<file path="src/rtl/cpu_pkg.sv">
// Shared CPU definitions: ALU op codes (driven by ALU control), execute-unit FSM states, datapath width.
package cpu_pkg;

  localparam int XLEN    = 32;
  localparam int SHAMT_W = 5;

  localparam logic [3:0] ALU_AND = 4'b0000;
  localparam logic [3:0] ALU_OR  = 4'b0001;
  localparam logic [3:0] ALU_ADD = 4'b0010;
  localparam logic [3:0] ALU_SHL = 4'b0011;
  localparam logic [3:0] ALU_SRL = 4'b0100;
  localparam logic [3:0] ALU_SRA = 4'b0101;
  localparam logic [3:0] ALU_SUB = 4'b0110;
  localparam logic [3:0] ALU_SLT = 4'b0111;

  typedef enum logic [1:0] {IDLE, SHIFT, HOLD} state_t;

  function automatic logic is_shift(input logic [3:0] op);
    return (op == ALU_SHL) || (op == ALU_SRL) || (op == ALU_SRA);
  endfunction

  // Every code 0000..0111 is assigned; anything with the top bit set is illegal.
  function automatic logic is_legal(input logic [3:0] op);
    return !op[3];
  endfunction

endpackage

</file>
<file path="src/rtl/alu_shift_step.sv">
// Single-bit shifter; the execute unit iterates it once per cycle for multi-bit shifts.
module alu_shift_step
  import cpu_pkg::ALU_SHL, cpu_pkg::ALU_SRL, cpu_pkg::ALU_SRA;
#(
  parameter int XLEN = 32
) (
  input  logic [3:0]      i_op,
  input  logic [XLEN-1:0] i_data,
  output logic [XLEN-1:0] o_data
);

  always_comb begin
    o_data = i_data;
    case (i_op)
      ALU_SHL: o_data = {i_data[XLEN-2:0], 1'b0};
      ALU_SRL: o_data = {1'b0, i_data[XLEN-1:1]};
      ALU_SRA: o_data = {i_data[XLEN-1], i_data[XLEN-1:1]};
      default: o_data = i_data;
    endcase
  end

endmodule

</file>
<file path="src/rtl/alu_exec_unit.sv">
// Execute-stage ALU: single-cycle logic/arith, iterative 1-bit/cycle shifts, valid/ready on both sides.
module alu_exec_unit
  import cpu_pkg::state_t, cpu_pkg::IDLE, cpu_pkg::SHIFT, cpu_pkg::HOLD,
         cpu_pkg::ALU_AND, cpu_pkg::ALU_OR, cpu_pkg::ALU_ADD, cpu_pkg::ALU_SUB,
         cpu_pkg::ALU_SLT, cpu_pkg::ALU_SHL, cpu_pkg::ALU_SRL, cpu_pkg::ALU_SRA,
         cpu_pkg::is_shift, cpu_pkg::is_legal;
#(
  parameter int XLEN    = 32,
  parameter int SHAMT_W = 5
) (
  input  logic            clk,
  input  logic            rst_n,
  input  logic            in_valid,
  output logic            in_ready,
  input  logic [3:0]      ALUControl,
  input  logic [XLEN-1:0] operand_a,
  input  logic [XLEN-1:0] operand_b,
  output logic            out_valid,
  input  logic            out_ready,
  output logic [XLEN-1:0] result,
  output logic            zero,
  output logic            illegal
);

  state_t               r_state, w_nxt_state;
  logic                 r_out_valid, w_nxt_ov;
  logic [XLEN-1:0]      r_result, w_nxt_res;
  logic                 r_zero, w_nxt_zero;
  logic                 r_illegal, w_nxt_ill;
  logic [SHAMT_W-1:0]   r_cnt, w_nxt_cnt;
  logic [XLEN-1:0]      r_work, w_nxt_work;
  logic [3:0]           r_op, w_nxt_op;

  logic [SHAMT_W-1:0]   w_shamt;
  logic [XLEN-1:0]      w_step_in, w_step_out, w_alu, w_wval;
  logic [3:0]           w_step_op;
  logic                 w_accept, w_wr, w_will;

  assign w_shamt  = operand_b[SHAMT_W-1:0];
  assign in_ready = (r_state == IDLE) && (!r_out_valid || out_ready);
  assign w_accept = in_valid && in_ready;

  // The one shifter serves both the first bit at accept and the iterations in SHIFT.
  assign w_step_in = (r_state == SHIFT) ? r_work : operand_a;
  assign w_step_op = (r_state == SHIFT) ? r_op   : ALUControl;

  alu_shift_step #(.XLEN(XLEN)) u_step (
    .i_op   (w_step_op),
    .i_data (w_step_in),
    .o_data (w_step_out)
  );

  always_comb begin
    w_alu = '0;
    case (ALUControl)
      ALU_AND: w_alu = operand_a & operand_b;
      ALU_OR:  w_alu = operand_a | operand_b;
      ALU_ADD: w_alu = operand_a + operand_b;
      ALU_SUB: w_alu = operand_a - operand_b;
      ALU_SLT: w_alu = {{(XLEN-1){1'b0}}, ($signed(operand_a) < $signed(operand_b))};
      ALU_SHL, ALU_SRL, ALU_SRA: w_alu = (w_shamt == '0) ? operand_a : w_step_out;
      default: w_alu = '0;
    endcase
  end

  always_comb begin
    w_nxt_state = r_state;
    w_nxt_ov    = r_out_valid;
    w_nxt_res   = r_result;
    w_nxt_zero  = r_zero;
    w_nxt_ill   = r_illegal;
    w_nxt_cnt   = r_cnt;
    w_nxt_work  = r_work;
    w_nxt_op    = r_op;
    w_wr        = 1'b0;
    w_wval      = '0;
    w_will      = 1'b0;
    case (r_state)
      IDLE: begin
        if (r_out_valid && out_ready) w_nxt_ov = 1'b0;
        if (w_accept) begin
          if (is_shift(ALUControl) && (w_shamt[SHAMT_W-1:1] != '0)) begin
            w_nxt_work  = w_step_out;
            w_nxt_cnt   = w_shamt - 1'b1;
            w_nxt_op    = ALUControl;
            w_nxt_state = SHIFT;
          end else begin
            w_wr        = 1'b1;
            w_wval      = w_alu;
            w_will      = !is_legal(ALUControl);
            w_nxt_state = out_ready ? IDLE : HOLD;
          end
        end
      end
      SHIFT: begin
        w_nxt_work = w_step_out;
        w_nxt_cnt  = r_cnt - 1'b1;
        if (r_cnt == SHAMT_W'(1)) begin
          w_wr        = 1'b1;
          w_wval      = w_step_out;
          w_nxt_state = out_ready ? IDLE : HOLD;
        end
      end
      HOLD: begin
        if (out_ready) begin
          w_nxt_ov    = 1'b0;
          w_nxt_state = IDLE;
        end
      end
      default: w_nxt_state = IDLE;
    endcase
    // zero is derived from the value being written, so it always matches result.
    if (w_wr) begin
      w_nxt_res  = w_wval;
      w_nxt_zero = (w_wval == '0);
      w_nxt_ill  = w_will;
      w_nxt_ov   = 1'b1;
    end
  end

  always_ff @(posedge clk or negedge rst_n) begin
    if (!rst_n) begin
      r_state     <= IDLE;
      r_out_valid <= 1'b0;
      r_result    <= '0;
      r_zero      <= 1'b0;
      r_illegal   <= 1'b0;
      r_cnt       <= '0;
      r_work      <= '0;
      r_op        <= '0;
    end else begin
      r_state     <= w_nxt_state;
      r_out_valid <= w_nxt_ov;
      r_result    <= w_nxt_res;
      r_zero      <= w_nxt_zero;
      r_illegal   <= w_nxt_ill;
      r_cnt       <= w_nxt_cnt;
      r_work      <= w_nxt_work;
      r_op        <= w_nxt_op;
    end
  end

  assign out_valid = r_out_valid;
  assign result    = r_result;
  assign zero      = r_zero;
  assign illegal   = r_illegal;

endmodule

</file>
<file path="config.mk">
export PLATFORM = sky130hd
export DESIGN_NAME = alu_exec_unit
export DESIGN_NICKNAME = d
export VERILOG_FILES = /design/src/rtl/cpu_pkg.sv /design/src/rtl/alu_shift_step.sv /design/src/rtl/alu_exec_unit.sv
export SDC_FILE = /design/constraint.sdc
export NUM_CORES = 1
export LEC_CHECK = 0
export ABC_AREA = 1
export CAP_MARGIN = 20
export CELL_PAD_IN_SITES_DETAIL_PLACEMENT = 1
export CELL_PAD_IN_SITES_GLOBAL_PLACEMENT = 2
export CORE_UTILIZATION = 31
export CTS_CLUSTER_SIZE = 8
export DETAILED_ROUTE_END_ITERATION = 16
export HOLD_SLACK_MARGIN = 0.12
export PLACE_DENSITY_LB_ADDON = 0.1
export SYNTH_ARGS = -nofsm -noshare
export SYNTH_HDL_FRONTEND = slang
export SYNTH_SLANG_ARGS = --single-unit
</file>
<file path="constraint.sdc">
create_clock -name clk -period 2.6 [get_ports clk]
set_clock_uncertainty 0.05 [all_clocks]
set_input_delay 0.52 -clock clk [delete_from_list [all_inputs] [get_ports clk]]
set_output_delay 0.52 -clock clk [all_outputs]
set_load 0.01 [all_outputs]
</file>
==> results.sh <==
export IMPL_slew_violations=0
export IMPL_routabilityCongestion=0.928
export IMPL_grt_overflow_total=0
export IMPL_via_per_inst=5.19
export IMPL_rsz0062_at_grt="yes"
export IMPL_die_height_um=195
export IMPL_setup_viol=8
export IMPL_crit_chain="inv_4, nand2_8, nand2_8, nand2_8, nor2_8, nand2_4, nand2_4, inv_8, buf_8, buf_6, a21oi_2, nor2_1, a21oi_4, nand3_2, nor2_1, nand2_1, nor2_4, nand3_2, nand2_1"
export IMPL_first_pass_iters=5
export IMPL_fin_ws_ns=-0.264
export IMPL_holdWs_ns=0.428
export IMPL_total_power_mw=13.4
export IMPL_grt_usage_pct=35.4
export IMPL_clockBufferDepth=2
export IMPL_whs_path_depth=2
export IMPL_drv_cap=0
export IMPL_cellPowerDensity_mw_per_mm2=637
export IMPL_cts_tree="yes"
export IMPL_ant_nets=0
export IMPL_hp_class="flop to flop"
export IMPL_ys_seq_area_share_pct=16.9
export IMPL_ys_ff_latch=78
export IMPL_synth_flop_cell="dfrtp_1"
export IMPL_p_leak_nw=11.2
export IMPL_syn_area_per_cell_sq_um=5.58
export IMPL_vias=16900
export IMPL_reg2reg_slack_ns=-0.26
export IMPL_rr_worst_depth=19
export IMPL_cts_reportedPaths_clkPinSlew_ns=0.07
export IMPL_grt_pass1_wl_um=103000
export IMPL_ys_async_sr_fraction_pct=100
export IMPL_rows=70
export IMPL_fin_crit_sh_pct=110
export IMPL_r2r_start="r_state[1]"
export IMPL_numCtsBuffers=9
export IMPL_status="complete, but fails checks"
export IMPL_finalNetCount=2960
export IMPL_die_w_um=195
export IMPL_drc=0
export IMPL_start_util_pct=31.6
export IMPL_postSynthCellCount=2075
export IMPL_worstPathArrival_ns=3.11
export IMPL_min_to="r_work[31]"
export IMPL_die_area_sq_mm=0.0381
export IMPL_post_drt_wl_per_cell_um=21.5
export IMPL_syn2layout_area_growth_pct=82.0
export IMPL_clkSinkCount=78
export IMPL_hold_violations=0
export IMPL_portBuffers=107
export IMPL_clock_latency_ns=0.36
export IMPL_cpMostUsedCell="nand2_8"
export IMPL_synth_top_cell_by_area="nand2_1"
export IMPL_synth_area_sq_mm=0.0116
export IMPL_period_needed_ns=2.86
export IMPL_grt_max_degree=49
export IMPL_fillerInstances=4768
export IMPL_crit_type="flop to flop"
export IMPL_yosys_warnings=0
export IMPL_core_sq_mm=0.0367
export IMPL_violations="negative setup slack"
export IMPL_synth_area_leaders="nand2_1, dfrtp_1, ha_1"
export IMPL_synth_nets=2260
export IMPL_path_max_fanout=8
export IMPL_routed_wl_um=69800
export IMPL_r2r_end="zero"
export IMPL_yosysUniqueCellTypes=46
export IMPL_fmax_ghz=0.349
export IMPL_start_kind="flop"
export IMPL_hp_start="r_work[31]"
export IMPL_synth_edf_count=0
export IMPL_ir_worst_vdd_mv=0.470
export IMPL_cp_end_kind="flop"
export IMPL_crit_path_top_delay_cell="dfrtp_1"
export IMPL_ios=108
export IMPL_synth_top_area_share_pct=20.9
export IMPL_hpwl_um=53800
export IMPL_grt_pass1_vias=18100
export IMPL_drive_gt1_share_pct=45.2
export IMPL_antenna_found_initial=1
export IMPL_worstMarginPinSlew_ns=0.706
export IMPL_pre_cts_ws_ns=-1.61
export IMPL_cpPeakStageDelay_ns=0.42
export IMPL_drt_initial_drc_count=851
export IMPL_root_buffer="clkbuf_16"
export IMPL_cp_required_ns=2.84
export IMPL_slew_limit_headroom_pct=52.9
export IMPL_h_tree_depth=3
==> routing by layer <==
layer	GRT usage, %	vias to the layer above	share of wire [%]
met1	42.5	8278	42
met5	0.128	-	0.019
met3	2.88	158	3.3
met4	18.8	2	6.3
li1	-	7998	-
met2	62.7	441	49
==> cell usage in the layout (no fill, tap or decap), drive strengths merged, types with 12 or more instances in the layout <==
cell | Yosys | final
nor3 | 12 | 12
buf | 20 | 662
clkbuf | 58 | 19
nor2 | 162 | 162
ha | 111 | 111
inv | 364 | 364
o22ai | 26 | 26
clkdlybuf4s15 | 0 | 36
nand4 | 34 | 34
clkdlybuf4s50 | 0 | 39
nand3 | 239 | 239
dlygate4sd2 | 0 | 18
dfrtp | 78 | 78
o21bai | 15 | 15
o21ai | 154 | 154
nand2 | 653 | 654
a21oi | 102 | 102
==> timing repair <==
| item | CTS | global route |
|---|---|---|
| hold buffers | 1 | 0 |
| pin swaps | 160 | 97 |
| buffers inserted | 64 | 31 |
| resized for setup | 716 | 180 |
| cloned | 2 | 1 |
| endpoints found under the setup margin | 73 | 38 |
| endpoints found under the hold margin | 9 | 0 |
==> cell type report <==
type | instances | area (sq um) | share of cell area, %
multi-input combinational | 1552 | 10300 | 48.8
timing repair buffer | 766 | 6520 | 30.9
sequential | 78 | 1950 | 9.27
inverter | 368 | 1400 | 6.65
tap | 468 | 586 | 2.78
clock buffer | 11 | 243 | 1.15
clock inverter | 5 | 82.6 | 0.392
antenna | 1 | 2.50 | 0.0119
==> flip-flops by register name (all words and copies together) (netlist names) <==
signal / flops
r_op: 4
zero: 1
r_work: 32
result: 32
r_state: 2
out_valid: 1
r_cnt: 5
illegal: 1
==> logic make-up (layout without fill, tap and decap cells) <==
kind of cell | after synthesis | after routing | share of synthesized area, %
adders and majority gates | 113 | 113 | 12.3
and+or+nand+nor | 1116 | 1117 | 40.9
other | 0 | 1 | 0
AOI/OAI and AO/OA | 319 | 319 | 14.9
buffers and inverters | 446 | 1150 | 14.8
xor gates and xnor gates | 3 | 3 | 0.227
DFF | 78 | 78 | 16.9
==> worst max-delay path: cells and delay by family, from the launching register on <==
family,cells,cell delay (ns)
AO/OA/AOI/OAI,2,0.39
buffers and inverters,4,0.47
flip-flops,1,0.42
AND/OR/NAND/NOR,13,1.47
==> how the worst max path moves through the flow <==
stage | from | to | slack [ns] | cells after the start
global route | operand_a[9] | zero | -0.42 | 22
finish | r_state[1] | zero | -0.26 | 19
floorplan | operand_b[12] | zero | 0.03 | 20
global placement | operand_a[0] | zero | -1.56 | 21
detailed placement | operand_a[0] | zero | -1.61 | 21
CTS | r_state[1] | zero | -0.16 | 21
==> stage by stage <==
step	std cells	utilization, %	instance area (sq um)	setup TNS, ns
after floorplan	2075	-	11600	0
after global placement	3138	47.6	17500	-38.27
after detailed placement	3138	47.6	17500	-43.96
after CTS	3220	55.3	20300	-0.160
after global routing	3248	57.4	21100	-1.79
final	3249	57.4	21100	-0.601
==> power breakdown <==
| group | switching, mW | internal (mW) | leakage, nW |
|---|---|---|---|
| Sequential | 0.376 | 1.78 | 0.997 |
| Clock | 0.583 | 0.871 | 0.160 |
| Combinational | 5.40 | 4.42 | 10.0 |
==> synth_stat cells (7+ instances only) <==
cell type and count:
nand4_1 34, clkbuf_1 58, ha_1 111, nand2_1 644, nor2_1 159, o21ai_0 135, o21ai_1 18, o21bai_1 15
inv_1 359, a21oi_1 102, buf_2 10, nand3_1 237, dfrtp_1 78, o22ai_1 26, nor3_1 12, nor4_1 7
Power figures use the tool's default switching activity.
